<file path="src/rtl/mipi_csi_rx_packet_decoder_8b2lane_pkg.sv">
// Shared CSI-2 receive definitions: data type codes, short/long split, decoder states.
package mipi_csi_pkg;

    localparam logic [5:0] DT_FS       = 6'h00;
    localparam logic [5:0] DT_FE       = 6'h01;
    localparam logic [5:0] DT_RAW10    = 6'h2B;
    localparam logic [5:0] DT_RAW12    = 6'h2C;
    localparam logic [5:0] DT_RAW14    = 6'h2D;
    localparam logic [5:0] DT_LONG_MIN = 6'h10;

    typedef enum logic [1:0] {
        IDLE     = 2'd0,
        HDR      = 2'd1,
        PAYLOAD  = 2'd2,
        WAIT_END = 2'd3
    } state_t;

    function automatic logic is_raw_dt(input logic [5:0] dt);
        return (dt == DT_RAW10) || (dt == DT_RAW12) || (dt == DT_RAW14);
    endfunction

endpackage

</file>
<file path="src/rtl/mipi_csi_rx_header_ecc.sv">
// CSI-2 packet header Hamming parity: 24 header bits in, 6 parity bits out.
// Purely combinational, no state; shared by the receiver and the TX test model.
module mipi_csi_rx_header_ecc (
    input  logic [23:0] data_i,
    output logic [5:0]  ecc_o
);

    logic [23:0] w_d;
    assign w_d = data_i;

    assign ecc_o[0] = w_d[0]  ^ w_d[1]  ^ w_d[2]  ^ w_d[4]  ^ w_d[5]  ^ w_d[7]  ^ w_d[10]
                    ^ w_d[11] ^ w_d[13] ^ w_d[16] ^ w_d[20] ^ w_d[21] ^ w_d[22] ^ w_d[23];
    assign ecc_o[1] = w_d[0]  ^ w_d[1]  ^ w_d[3]  ^ w_d[4]  ^ w_d[6]  ^ w_d[8]  ^ w_d[10]
                    ^ w_d[12] ^ w_d[14] ^ w_d[17] ^ w_d[20] ^ w_d[21] ^ w_d[22] ^ w_d[23];
    assign ecc_o[2] = w_d[0]  ^ w_d[2]  ^ w_d[3]  ^ w_d[5]  ^ w_d[6]  ^ w_d[9]  ^ w_d[11]
                    ^ w_d[12] ^ w_d[15] ^ w_d[18] ^ w_d[20] ^ w_d[21] ^ w_d[22];
    assign ecc_o[3] = w_d[1]  ^ w_d[2]  ^ w_d[3]  ^ w_d[7]  ^ w_d[8]  ^ w_d[9]  ^ w_d[13]
                    ^ w_d[14] ^ w_d[15] ^ w_d[19] ^ w_d[20] ^ w_d[21] ^ w_d[23];
    assign ecc_o[4] = w_d[4]  ^ w_d[5]  ^ w_d[6]  ^ w_d[7]  ^ w_d[8]  ^ w_d[9]  ^ w_d[16]
                    ^ w_d[17] ^ w_d[18] ^ w_d[19] ^ w_d[20] ^ w_d[22] ^ w_d[23];
    assign ecc_o[5] = w_d[10] ^ w_d[11] ^ w_d[12] ^ w_d[13] ^ w_d[14] ^ w_d[15] ^ w_d[16]
                    ^ w_d[17] ^ w_d[18] ^ w_d[19] ^ w_d[21] ^ w_d[22] ^ w_d[23];

endmodule

</file>
<file path="src/rtl/mipi_csi_rx_packet_decoder_8b2lane.sv">
// CSI-2 2-lane packet decoder: header/ECC/VC/DT filtering, FS/FE pulses, RAW payload streaming.
// Payload latency 1 cycle; no backpressure, a burst dropping early ends the packet (abort in payload).
module mipi_csi_rx_packet_decoder_8b2lane
    import mipi_csi_pkg::*;
#(
    parameter logic [1:0] VC_ID     = 2'd0,
    parameter bit          ECC_CHECK = 1'b1
) (
    input  logic        clk_i,
    input  logic        reset_n_i,
    input  logic        data_valid_i,
    input  logic [15:0] data_i,
    output logic        output_valid_o,
    output logic [15:0] output_o,
    output logic [2:0]  packet_type_o,
    output logic        frame_start_o,
    output logic        frame_end_o,
    output logic        ecc_error_o,
    output logic        abort_o
);

    state_t      r_state;
    logic [7:0]  r_di;
    logic [7:0]  r_wc_lo;
    logic [15:0] r_rem;
    logic        r_dv_prev;

    logic [23:0] w_hdr;
    logic [5:0]  w_ecc;
    logic        w_ecc_bad;
    logic [1:0]  w_vc;
    logic [5:0]  w_dt;
    logic [15:0] w_wc;

    assign w_hdr     = {data_i[7:0], r_wc_lo, r_di};
    assign w_vc      = r_di[7:6];
    assign w_dt      = r_di[5:0];
    assign w_wc      = {data_i[7:0], r_wc_lo};
    assign w_ecc_bad = ECC_CHECK && (w_ecc != data_i[13:8]);

    mipi_csi_rx_header_ecc u_ecc (
        .data_i (w_hdr),
        .ecc_o  (w_ecc)
    );

    // r_dv_prev resets high so a burst already in flight at reset release is skipped.
    always_ff @(posedge clk_i or negedge reset_n_i) begin
        if (!reset_n_i) begin
            r_state        <= IDLE;
            r_di           <= 8'h00;
            r_wc_lo        <= 8'h00;
            r_rem          <= 16'h0000;
            r_dv_prev      <= 1'b1;
            output_valid_o <= 1'b0;
            output_o       <= 16'h0000;
            packet_type_o  <= 3'h0;
            frame_start_o  <= 1'b0;
            frame_end_o    <= 1'b0;
            ecc_error_o    <= 1'b0;
            abort_o        <= 1'b0;
        end else begin
            r_dv_prev      <= data_valid_i;
            output_valid_o <= 1'b0;
            frame_start_o  <= 1'b0;
            frame_end_o    <= 1'b0;
            ecc_error_o    <= 1'b0;
            abort_o        <= 1'b0;
            case (r_state)
                IDLE: begin
                    if (data_valid_i && !r_dv_prev) begin
                        r_di    <= data_i[7:0];
                        r_wc_lo <= data_i[15:8];
                        r_state <= HDR;
                    end
                end
                HDR: begin
                    if (!data_valid_i) begin
                        r_state <= IDLE;
                    end else if (w_ecc_bad) begin
                        ecc_error_o <= 1'b1;
                        r_state     <= WAIT_END;
                    end else if (w_vc != VC_ID) begin
                        r_state <= WAIT_END;
                    end else if (w_dt == DT_FS) begin
                        frame_start_o <= 1'b1;
                        r_state       <= WAIT_END;
                    end else if (w_dt == DT_FE) begin
                        frame_end_o <= 1'b1;
                        r_state     <= WAIT_END;
                    end else if (w_dt < DT_LONG_MIN) begin
                        r_state <= WAIT_END;
                    end else if (is_raw_dt(w_dt) && (w_wc != 16'h0000)) begin
                        r_rem         <= w_wc;
                        packet_type_o <= w_dt[2:0];
                        r_state       <= PAYLOAD;
                    end else begin
                        r_state <= WAIT_END;
                    end
                end
                PAYLOAD: begin
                    if (!data_valid_i) begin
                        abort_o <= 1'b1;
                        r_rem   <= 16'h0000;
                        r_state <= IDLE;
                    end else begin
                        output_valid_o <= 1'b1;
                        // One byte left means odd word count: only lane0 carries payload.
                        output_o <= (r_rem == 16'd1) ? {8'h00, data_i[7:0]} : data_i;
                        if (r_rem <= 16'd2) begin
                            r_rem   <= 16'h0000;
                            r_state <= WAIT_END;
                        end else begin
                            r_rem <= r_rem - 16'd2;
                        end
                    end
                end
                WAIT_END: begin
                    if (!data_valid_i) begin
                        r_state <= IDLE;
                    end
                end
                default: r_state <= IDLE;
            endcase
        end
    end

endmodule

</file>
<file path="config.mk">
export PLATFORM = sky130hd
export DESIGN_NAME = mipi_csi_rx_packet_decoder_8b2lane
export DESIGN_NICKNAME = d
export VERILOG_FILES = /design/src/rtl/mipi_csi_rx_packet_decoder_8b2lane_pkg.sv /design/src/rtl/mipi_csi_rx_header_ecc.sv /design/src/rtl/mipi_csi_rx_packet_decoder_8b2lane.sv
export SDC_FILE = /design/constraint.sdc
export NUM_CORES = 1
export LEC_CHECK = 0
export CAP_MARGIN = 20
export CORE_MARGIN = 2
export CORE_UTILIZATION = 54
export DETAILED_ROUTE_END_ITERATION = 16
export PLACE_DENSITY = 0.79
export SYNTH_ARGS = -nofsm -noshare
export SYNTH_HDL_FRONTEND = slang
export SYNTH_SLANG_ARGS = --single-unit
</file>
<file path="constraint.sdc">
create_clock -name clk_i -period 6.3 [get_ports clk_i]
set_clock_uncertainty 0.15 [all_clocks]
set_input_delay 0.945 -clock clk_i [delete_from_list [all_inputs] [get_ports clk_i]]
set_output_delay 0.945 -clock clk_i [all_outputs]
set_load 0.02 [all_outputs]
</file>
==> metrics.md, run 1 <==
| Metric | Value |
|---|---|
| Root Buffer | `clkbuf_8` |
| # resized after CTS | `0` |
| Max VDD drop | `279 uV` |
| WP buf/inv | `1` |
| Ant. Diodes | `0` |
| Setup-failing EPs final | `0` |
| Worst-Margin Slew | `893 ps` |
| Post-placement cell area | `approximately 0.0038 mm2` |
| Hold Path Depth | `1` |
| Setup TNS Final | `0 ps` |
| Initial antenna violation count | `0` |
| Total track usage | `25.6%` |
| Capturing point of the worst reg2reg path | `packet_type_o[2]$_DFFE_PN0P_` |
| Worst-path cell chain | `clkdlybuf4s50_1 > xnor3_2 > xnor2_2 > xnor2_1 > or3_4 > a211oi_2 > and2_2 > mux2_2` |
| Core region area | `0.00599 mm2` |
| First-pass GRT wire length | `13,700 um` |
| Drt wl/cell | `20.0 um` |
| Pwr dens | `412 mW/mm2` |
| Post-synth EDFFs | `0` |
| CP max FO | `12` |
| Critical path capture point type | `flop` |
| Synth cell count leaders | `dfrtp_1, nand2_1, xnor2_1, mux2_2` |
| Post-DP HPWL | `5900 um` |
| Min Tclk post-route | `4160 ps` |
| Most common cell in the synthesized netlist | `dfrtp_1` |
| P&R area growth vs syn | `17.3%` |
| Static leakage | `1.69 nW` |
| Hold crit path type | `flop to flop` |
| Sw power | `between 600 and 700 uW` |
| Initial DRC count | `255` |
| Comb pwr share | `between 40 and 50%` |
| Clock Power Share | `18.6%` |
| I/O Buffers | `42` |
| Top Family by Delay on Critical Path | `simple AND/OR/NAND/NOR gates` |
| Synth area leader | `dfrtp_1` |
| Largest net degree at the start of global routing | `60` |
| Worst Setup SP | `data_i[1]` |
| Sw Ratio | `39.6%` |
| Worst hold slack | `353 ps` |
| I/O Pins | `43` |
| Max_slew headroom | `40.2%` |
| # hold bufs at CTS | `0` |
| RSZ-0062 raised after global routing | `no` |
| DRT antenna net count | `0` |
| Die area | `0.00695 mm2` |
| Hold path start | `output_o[5]$_DFFE_PN0P_` |
| Status | `finished clean` |
| Reg2Reg Depth | `9` |
| Synthesized area per cell | `11.0 um2` |
| WP data arrival | `4240 ps` |
| Fin area | `0.00399 mm2` |
| Synth top area share | `42.7%` |
| Drt pass-1 iters | `5` |
| Final Wtd Congestion | `0.941` |
| Drt via density | `6.27` |
| Die X | `83.4 um` |
| Starting Density | `~57%` |
| Htree depth | `3` |
| Final wirelength | `8500 um` |
| CTS tree | `yes` |
| # Post-CTS Setup Buffers | `0` |
| Synth Flop Type | `dfrtp_1` |
| Max cap viols | `0` |
| Yosys warns | `0` |
| DR vias | `2,666` |
| Die Span Y | `83.4 um` |
| Fin crit share | `66.0%` |
| Clk pin slew, worst setup/hold paths | `roughly 70 ps` |
| Synth area leaders | `dfrtp_1, mux2_2, xnor2_1` |
| Pint | `994 uW` |
| Synthesis-stage register bit count | `59` |
| Slowest cell delay on critical path | `660 ps` |
| Fraction of registers with async set/reset | `between 90% and 100%` |
| Worst Path Class, Setup | `primary input to flop` |
| DRC viols | `0` |
| Clock latency on the worst-skew pair | `350 ps` |
| CP max-delay cell | `clkdlybuf4s50_1` |
| Library cells used by synthesis | `between 60 and 70` |
| Sequential share of power | `36.1%` |
| Hold Vio Cnt, Final | `0` |
| Post-synthesis sequential area ratio | `43.5%` |
| CTS buffer count | `9` |
| Required @ worst endpoint | `roughly 6400 ps` |
| CP Launch Type | `primary input` |
| Vias in the first global route | `2,625` |
| Fraction of layout cells with a size suffix above 1 | `17.7%` |
| Post-Synthesis Cells | `308` |
| Rows | `28` |
| R2r startpoint | `r_di[0]$_DFFE_PN0P_` |
| Fmax | `241 MHz` |
| Cell area after synthesis | `around 0.0034 mm2` |
| Reg2reg setup slack | `2600 ps` |
| Hold endpoint | `output_o[5]$_DFFE_PN0P_` |
| Max-slew violation count | `0` |
| Num Clock Sinks | `59` |
| Synthesized Nets | `roughly 330` |
| Remaining Overflow, GRT | `0` |
| Max Buffers Root-to-Sink | `2` |
| Total Nets Final | `approximately 370` |
| Layout fillers | `477` |
layout by cell type, fill, tap and decap left out, types with 2 or more instances in the layout:
master / n
clkbuf_8: 11
xor2_1: 10
ha_1: 7
xnor2_2: 2
nor2_1: 10
and2b_2: 2
or3_4: 2
and3_2: 2
a31oi_1: 3
o21ai_0: 8
clkdlybuf4s50_1: 41
nand3_1: 7
a311o_1: 2
nor2b_1: 2
nor3_1: 8
clkinv_2: 3
a21o_2: 3
nand2b_1: 2
mux2_2: 22
nand2_1: 30
a22oi_1: 3
o211ai_1: 4
a22o_1: 8
nor4b_1: 2
dfrtp_1: 58
a21oi_1: 6
buf_4: 2
inv_1: 10
o221ai_1: 5
xnor2_1: 28
o21a_1: 2
xnor3_1: 4
nor4_1: 8
how the worst max path moves through the flow:
stage / endpoint / slack, ps / depth (start not counted)
after detailed placement: packet_type_o[2]$_DFFE_PN0P_ / 1830 / 8
after CTS: packet_type_o[2]$_DFFE_PN0P_ / 2180 / 8
after global routing: packet_type_o[0]$_DFFE_PN0P_ / 2010 / 8
after floorplan: packet_type_o[0]$_DFFE_PN0P_ / 2980 / 8
after global placement: packet_type_o[1]$_DFFE_PN0P_ / 1970 / 8
final: packet_type_o[2]$_DFFE_PN0P_ / 2140 / 8
metal layers:
layer  track usage (%)  vias up  wire, um
li1                  -     1194         -
met1              34.8     1329      3660
met2              39.7      119      3980
met3              5.96       24       608
met4              10.1        0       243
met5                 0        -         0
sequential cells by signal (all words and copies together) (netlist names):
name,count
packet_type_o,3
abort_o,1
r_rem,16
r_state,2
r_di,8
output_valid_o,1
r_wc_lo,8
frame_start_o,1
output_o,16
frame_end_o,1
ecc_error_o,1
r_dv_prev,1
kinds of logic (layout without fill, tap and decap cells):
| logic type | after synthesis | in the layout | share of synthesized area [%] |
|---|---|---|---|
| AO/OA/AOI/OAI | 62 | 62 | 14.7 |
| XOR/XNOR | 45 | 45 | 14.1 |
| adder cells (fa/ha/maj) | 7 | 7 | 2.58 |
| buffers and inverters | 26 | 68 | 4.27 |
| flip-flops | 59 | 59 | 43.5 |
| multiplexers | 23 | 23 | 7.58 |
| AND/OR/NAND/NOR | 86 | 86 | 13.4 |
final cells by class:
cell class / instances / area [um2] / share of cell area [%]
repair buffers: 44 / 430 / 10.8
well taps: 75 / 93.8 / 2.35
multi-input cells: 223 / 1780 / 44.7
clock inverters: 3 / 15.0 / 0.376
flip-flops and latches: 59 / 1480 / 37.0
inverters: 10 / 37.5 / 0.941
clock buffers: 11 / 151 / 3.80
power by group through the flow:
stage | Combinational (mW) | Sequential [mW] | Clock, mW
finish | 0.746 | 0.594 | 0.306
global route | 0.812 | 0.607 | 0.327
detailed placement | 0.739 | 0.594 | 0
global placement | 0.720 | 0.591 | 0
CTS | 0.743 | 0.591 | 0.308
floorplan | 0.550 | 0.591 | 0
stage by stage:
stage / power [mW] / setup slack [ps] / instances / util [%]
final: 1.64 / 2140 / 425 / 66.6
after global routing: 1.75 / 2010 / 425 / 66.6
after CTS: 1.64 / 2180 / 425 / 66.6
after detailed placement: 1.33 / 1830 / 411 / 63.8
after global placement: 1.31 / 1970 / 411 / 63.8
after floorplan: 1.14 / 2980 / 308 / -
Power figures use the tool's default switching activity.
==> run 2, diff against run 1 <==
==> constraint.sdc (replaced) <==
create_clock -name clk_i -period 3.95 [get_ports clk_i]
set_clock_uncertainty 0.15 [all_clocks]
set_input_delay 0.5925 -clock clk_i [delete_from_list [all_inputs] [get_ports clk_i]]
set_output_delay 0.5925 -clock clk_i [all_outputs]
set_load 0.02 [all_outputs]
==> metrics.md, run 2 (synthesized netlist as in run 1, its figures left out) <==
| Metric | Value |
|---|---|
| # Post-CTS Setup Buffers | `0 (unchanged)` |
| Met3 Usage GRT | `7.75% (was 5.96%)` |
| Ant. Diodes | `0 (unchanged)` |
| Worst Path Class, Setup | `primary input to flop (unchanged)` |
| CP max-delay cell | `clkdlybuf4s50_1 (unchanged)` |
| Clock latency on the worst-skew pair | `350 ps (about the same)` |
| Final Wtd Congestion | `0.952 (was 0.941)` |
| Htree depth | `3 (unchanged)` |
| Top Family by Delay on Critical Path | `XOR/XNOR gates (was simple AND/OR/NAND/NOR gates)` |
| Root Buffer | `clkbuf_8 (unchanged)` |
| Initial antenna violation count | `0 (unchanged)` |
| Starting Density | `56.8% (unchanged)` |
| Max-slew violation count | `0 (unchanged)` |
| P&R area growth vs syn | `20.8% (was 17.3%)` |
| Post-placement cell area | `0.00389 mm2 (was 0.00382 mm2)` |
| Fin area | `0.00411 mm2 (was 0.00399 mm2)` |
| Worst-path cell chain | `clkdlybuf4s50_1 > xnor2_1 > xor2_1 > xnor2_1 > or3_4 > a211oi_4 > and2_2 > mux2_2 (was clkdlybuf4s50_1 > xnor3_2 > xnor2_2 > xnor2_1 > or3_4 > a211oi_2 > and2_2 > mux2_2)` |
| Critical path capture point type | `flop (unchanged)` |
| Layout Cells excl Fill | `436 (was 425)` |
| Core region area | `0.00599 mm2 (unchanged)` |
| Initial DRC count | `223 (was 255)` |
| Remaining Overflow, GRT | `0 (unchanged)` |
| WP buf/inv | `1 (unchanged)` |
| Drt wl/cell | `19.2 um (was 20.0 um)` |
| Drt via density | `6.01 (was 6.27)` |
| Die area | `0.00695 mm2 (unchanged)` |
| CP Launch Type | `primary input (unchanged)` |
| Max Buffers Root-to-Sink | `2 (unchanged)` |
| CTS tree | `yes (unchanged)` |
| Static leakage | `1.74 nW (was 1.69 nW)` |
| Total track usage | `25.6% (about the same)` |
| Pwr dens | `668 mW/mm2 (was 412 mW/mm2)` |
| Total Nets Final | `382 (was 373)` |
| Required @ worst endpoint | `4030 ps (was 6390 ps)` |
| CP max FO | `7 (was 12)` |
| Max_slew headroom | `38.0% (was 40.2%)` |
| I/O Buffers | `42 (unchanged)` |
| GR Util met1 | `33.2% (was 34.8%)` |
| Most frequent cells in the layout | `dfrtp_1, clkdlybuf4s50_1, nand2_1 (unchanged)` |
| Rows | `28 (unchanged)` |
| Hold crit path type | `primary input to asynchronous set/reset pin (was flop to flop)` |
| Global Route met2 Usage | `40.6% (was 39.7%)` |
| Die Span Y | `83.4 um (unchanged)` |
| First-pass GRT wire length | `13,600 um (was 13,700 um)` |
| CTS buffer count | `9 (unchanged)` |
| Fin crit share | `83.1%` |
| # hold bufs at CTS | `0 (unchanged)` |
| DRT antenna net count | `0 (unchanged)` |
| RSZ-0062 raised after global routing | `no (unchanged)` |
| Worst-Margin Slew | `930 ps (was 893 ps)` |
| # resized after CTS | `0 (unchanged)` |
| WP data arrival | `3360 ps (was 4240 ps)` |
| Grt peak-use layer | `met2 (unchanged)` |
| Most common cell after layout, fill and taps aside | `dfrtp_1 (unchanged)` |
| Num Clock Sinks | `59 (unchanged)` |
| Vias in the first global route | `2,622 (was 2,625)` |
| Status | `finished clean (unchanged)` |
| Biggest regs | `output_o x16, r_rem x16 (unchanged)` |
| Drt pass-1 iters | `5 (unchanged)` |
| Post-DP HPWL | `6090 um (was 5900 um)` |
| DRC viols | `0 (unchanged)` |
| Setup-failing EPs final | `0 (unchanged)` |
| Slowest cell delay on critical path | `600 ps (was 660 ps)` |
| Setup TNS Final | `0 ps (unchanged)` |
| Max VDD drop | `408 uV (was 279 uV)` |
| Final wirelength | `8350 um (was 8500 um)` |
| Dpl cells | `420 (was 411)` |
| Hold Vio Cnt, Final | `0 (unchanged)` |
| Largest net degree at the start of global routing | `43 (was 60)` |
| Max cap viols | `0 (unchanged)` |
| Min Tclk post-route | `3280 ps` |
| Fraction of layout cells with a size suffix above 1 | `19.9% (was 17.7%)` |
| I/O Pins | `43 (unchanged)` |
| Layout fillers | `445 (was 477)` |
| Worst path most repeated cell | `xnor2_1` |
| Fmax | `305 MHz` |
| DR vias | `2,621 (was 2,666)` |
| Clk pin slew, worst setup/hold paths | `70 ps (about the same)` |
| Die X | `83.4 um (unchanged)` |
## run 2: cell count changes in the layout (fill, tap and decap cells not counted), sizes merged
cell	change
clkinv	-2
clkinvlp	+2
buf	+9
inv	+1
clkbuf	-1
bufinv	+2
## run 2: final timing paths
check	startpoint	to	slack [ps]	cells after the start
max in group asynchronous	reset_n_i	r_dv_prev$_DFF_PN1_	2560	2
hold reg to reg	output_o[5]$_DFFE_PN0P_	output_o[5]$_DFFE_PN0P_	350	1
setup / recovery	data_i[5]	packet_type_o[2]$_DFFE_PN0P_	670	8
setup reg to reg	r_di[0]$_DFFE_PN0P_	packet_type_o[2]$_DFFE_PN0P_	720	9
min in group clk_i	output_o[5]$_DFFE_PN0P_	output_o[5]$_DFFE_PN0P_	350	1
hold / removal	reset_n_i	output_o[6]$_DFFE_PN0P_	230	1
## run 2: per-layer routing
| metal | part of all wire, % | wire length (um) |
|---|---|---|
| met1 | 43 | 3570 |
| met2 | 48 | 4010 |
| met3 | 6.8 | 569 |
| met4 | 2.4 | 200 |
| met5 | 0 | 0 |
## run 2: cell type report
| type | instances | area [um2] | area share [%] |
|---|---|---|---|
| Clock buffer | 10 | 128 | 3.11 |
| Tap cell | 75 | 93.8 | 2.29 |
| Clock inverter | 6 | 88.8 | 2.16 |
| Timing Repair Buffer | 53 | 498 | 12.1 |
| Sequential cell | 59 | 1480 | 36.0 |
| Multi-Input combinational cell | 223 | 1780 | 43.4 |
| Inverter | 10 | 37.5 | 0.914 |
## run 2: per-stage QoR
step           hold WS, ps  setup WS, ps  total power [mW]  util [%]
2_1_floorplan          147           868              1.82         -
3_3_place_gp           339           432              2.09      64.9
3_5_place_dp           341           357              2.13      64.9
4_1_cts                253           668              2.75      68.5
5_1_grt                297           554              2.91      68.5
6_report               232           669              2.74      68.5
## run 2: where the power goes
group | leakage (nW) | switching, mW | total (mW) | internal (mW)
logic | 0.899 | 0.599 | 1.19 | 0.596
clock network | 0.103 | 0.257 | 0.613 | 0.356
registers | 0.741 | 0.181 | 0.934 | 0.753
total | 1.74 | 1.04 | 2.74 | 1.70
==> run 3, diff against run 2 <==
==> constraint.sdc (replaced) <==
create_clock -name clk_i -period 3.4 [get_ports clk_i]
set_clock_uncertainty 0.15 [all_clocks]
set_input_delay 0.51 -clock clk_i [delete_from_list [all_inputs] [get_ports clk_i]]
set_output_delay 0.51 -clock clk_i [all_outputs]
set_load 0.02 [all_outputs]
==> metrics.md, run 3 (synthesized netlist as in run 1, its figures left out) <==
| Metric | Value |
|---|---|
| Status | `finished clean (unchanged)` |
| Hold path start | `output_o[2]$_DFFE_PN0P_` |
| Vias in the first global route | `2,694 (was 2,622)` |
| WP data arrival | `3220 ps (was 3360 ps)` |
| Remaining Overflow, GRT | `0 (unchanged)` |
| # resized after CTS | `0 (unchanged)` |
| Die X | `83.4 um (unchanged)` |
| Fmax | `between 300 and 400 MHz` |
| Hold endpoint | `output_o[2]$_DFFE_PN0P_` |
| Htree depth | `3 (unchanged)` |
| Sequential share of power | `35.1% (was 34.1%)` |
| CP max FO | `10 (was 7)` |
| Sw Ratio | `38.3% (was 37.8%)` |
| Starting Density | `56.8% (unchanged)` |
| Clock latency on the worst-skew pair | `330 ps (was 350 ps)` |
| Die area | `0.00695 mm2 (unchanged)` |
| Initial DRC count | `223 (unchanged)` |
| Required @ worst endpoint | `3460 ps (was 4030 ps)` |
| Hold crit path type | `flop to flop (was primary input to asynchronous set/reset pin)` |
| I/O Buffers | `42 (unchanged)` |
| Comb pwr share | `46.3% (was 43.6%)` |
| Total Nets Final | `392 (was 382)` |
| Area of the multi-input gates | `0.00178 mm2 (unchanged)` |
| Pint | `1.92 mW (was 1.70 mW)` |
| Ant. Diodes | `0 (unchanged)` |
| Hold Path Depth | `1` |
| Max Buffers Root-to-Sink | `2 (unchanged)` |
| Min Tclk post-route | `~3200 ps` |
| Worst-path cell chain | `inv_1 > ha_1 > xnor3_1 > xnor2_1 > xnor2_1 > or3_4 > a211oi_4 > buf_4 > a21oi_4 > a221o_2 (was clkdlybuf4s50_1 > xnor2_1 > xor2_1 > xnor2_1 > or3_4 > a211oi_4 > and2_2 > mux2_2)` |
| DRT antenna net count | `0 (unchanged)` |
| Drt via density | `5.96 (was 6.01)` |
| Overall power | `3.12 mW (was 2.74 mW)` |
| Fraction of layout cells with a size suffix above 1 | `21.6% (was 19.9%)` |
| CP max-delay cell | `dfrtp_1 (was clkdlybuf4s50_1)` |
| WP buf/inv | `2 (was 1)` |
| Register area | `0.00148 mm2 (unchanged)` |
| Clk pin slew, worst setup/hold paths | `70 ps (about the same)` |
| Setup TNS Final | `0 ps (unchanged)` |
| Largest net degree at the start of global routing | `46 (was 43)` |
| Sw power | `1.19 mW (was 1.04 mW)` |
| Worst-Margin Slew | `829 ps (was 930 ps)` |
| I/O Pins | `43 (unchanged)` |
| Rows | `28 (unchanged)` |
| Pwr dens | `747 mW/mm2 (was 668 mW/mm2)` |
| Die Span Y | `83.4 um (unchanged)` |
| Worst path most repeated cell | `xnor2_1 (unchanged)` |
| CTS tree | `yes (unchanged)` |
| Setup-failing EPs final | `0 (unchanged)` |
| Most common cell after layout, fill and taps aside | `dfrtp_1 (unchanged)` |
| Max cap viols | `0 (unchanged)` |
| Fin crit share | `93.0%` |
| Reg2Reg Depth | `10 (was 9)` |
| DR vias | `2,651 (was 2,621)` |
| Capturing point of the worst reg2reg path | `r_rem[15]$_DFFE_PN0P_ (was packet_type_o[2]$_DFFE_PN0P_)` |
| P&R area growth vs syn | `22.7% (was 20.8%)` |
| DRC viols | `0 (unchanged)` |
| Hold Vio Cnt, Final | `0 (unchanged)` |
| Post-placement cell area | `0.00396 mm2 (was 0.00389 mm2)` |
| Root Buffer | `clkbuf_8 (unchanged)` |
| Worst Path Class, Setup | `flop to flop (was primary input to flop)` |
| Initial antenna violation count | `0 (unchanged)` |
| Final wirelength | `8400 um (was 8350 um)` |
| Dpl cells | `428 (was 420)` |
| Max-slew violation count | `0 (unchanged)` |
| Num Clock Sinks | `59 (unchanged)` |
| Top Family by Delay on Critical Path | `XOR/XNOR gates (unchanged)` |
| Static leakage | `1.79 nW (was 1.74 nW)` |
| R2r startpoint | `r_di[0]$_DFFE_PN0P_ (unchanged)` |
| Total track usage | `25.3% (was 25.6%)` |
| CTS buffer count | `9 (unchanged)` |
| Post-DP HPWL | `6120 um (was 6090 um)` |
| Critical path capture point type | `flop (unchanged)` |
| CP Launch Type | `flop (was primary input)` |
| First-pass GRT wire length | `13,700 um (was 13,600 um)` |
| Fin area | `0.00417 mm2 (was 0.00411 mm2)` |
| Final Wtd Congestion | `0.959 (was 0.952)` |
| Max VDD drop | `468 uV (was 408 uV)` |
| Most frequent cells in the layout | `dfrtp_1, clkdlybuf4s50_1, nand2_1 (unchanged)` |
| Layout Cells excl Fill | `445 (was 436)` |
| Drt pass-1 iters | `5 (unchanged)` |
| Drt wl/cell | `18.9 um (was 19.2 um)` |
| Core region area | `0.00599 mm2 (unchanged)` |
| Max_slew headroom | `44.4% (was 38.0%)` |
| Reg2reg setup slack | `240 ps (was 720 ps)` |
| Layout fillers | `450 (was 445)` |
| Clock Power Share | `18.6% (was 22.4%)` |
| Biggest regs | `output_o x16, r_rem x16 (unchanged)` |
| RSZ-0062 raised after global routing | `no (unchanged)` |
| Slowest cell delay on critical path | `450 ps (was 600 ps)` |
-- run 3: cell type report --
| class | instances | area share [%] |
|---|---|---|
| Inverter | 10 | 0.900 |
| Clock buffer | 13 | 4.05 |
| Tap cell | 75 | 2.25 |
| Clock inverter | 2 | 0.240 |
| Timing Repair Buffer | 63 | 14.4 |
| Multi-Input combinational cell | 223 | 42.7 |
| Sequential cell | 59 | 35.4 |
-- run 3: power groups by stage --
| stage | clock network [mW] | registers [mW] | logic (mW) |
|---|---|---|---|
| floorplan | 0 | 1.10 | 1.02 |
| global placement | 0 | 1.09 | 1.39 |
| detailed placement | 0 | 1.09 | 1.42 |
| CTS | 0.585 | 1.09 | 1.43 |
| global route | 0.620 | 1.12 | 1.55 |
| finish | 0.580 | 1.09 | 1.44 |
-- run 3: how the worst max path moves through the flow --
stage	startpoint	to	slack [ps]	cells after the start
3_5_place_dp	data_i[2]	r_rem[15]$_DFFE_PN0P_	40	9
4_1_cts	r_di[0]$_DFFE_PN0P_	r_rem[15]$_DFFE_PN0P_	240	10
6_report	r_di[0]$_DFFE_PN0P_	r_rem[15]$_DFFE_PN0P_	240	10
5_1_grt	r_di[0]$_DFFE_PN0P_	r_rem[15]$_DFFE_PN0P_	130	10
2_1_floorplan	r_di[0]$_DFFE_PN0P_	packet_type_o[0]$_DFFE_PN0P_	320	10
3_3_place_gp	data_i[2]	r_rem[15]$_DFFE_PN0P_	100	9
-- run 3: repair_timing --
action                    in CTS  in global routing
hold endpoints to repair       0                 11
buffers inserted               0                  0
hold buffers                   0                  1
-- run 3: metrics by stage --
step	util, %	setup WS [ps]	hold slack [ps]
finish	69.6	240	352
global route	69.6	128	383
CTS	69.1	236	224
detailed placement	66.1	43.7	340
global placement	66.1	103	339
floorplan	-	318	64.4
-- run 3: metal layers --
layer  vias up  GRT usage [%]  part of all wire (%)
li1       1241              -                     -
met1      1279           34.5                    45
met2       121           38.9                    47
met3        10           6.46                   6.8
met4         0           9.69                   1.3
met5         -              0                     0
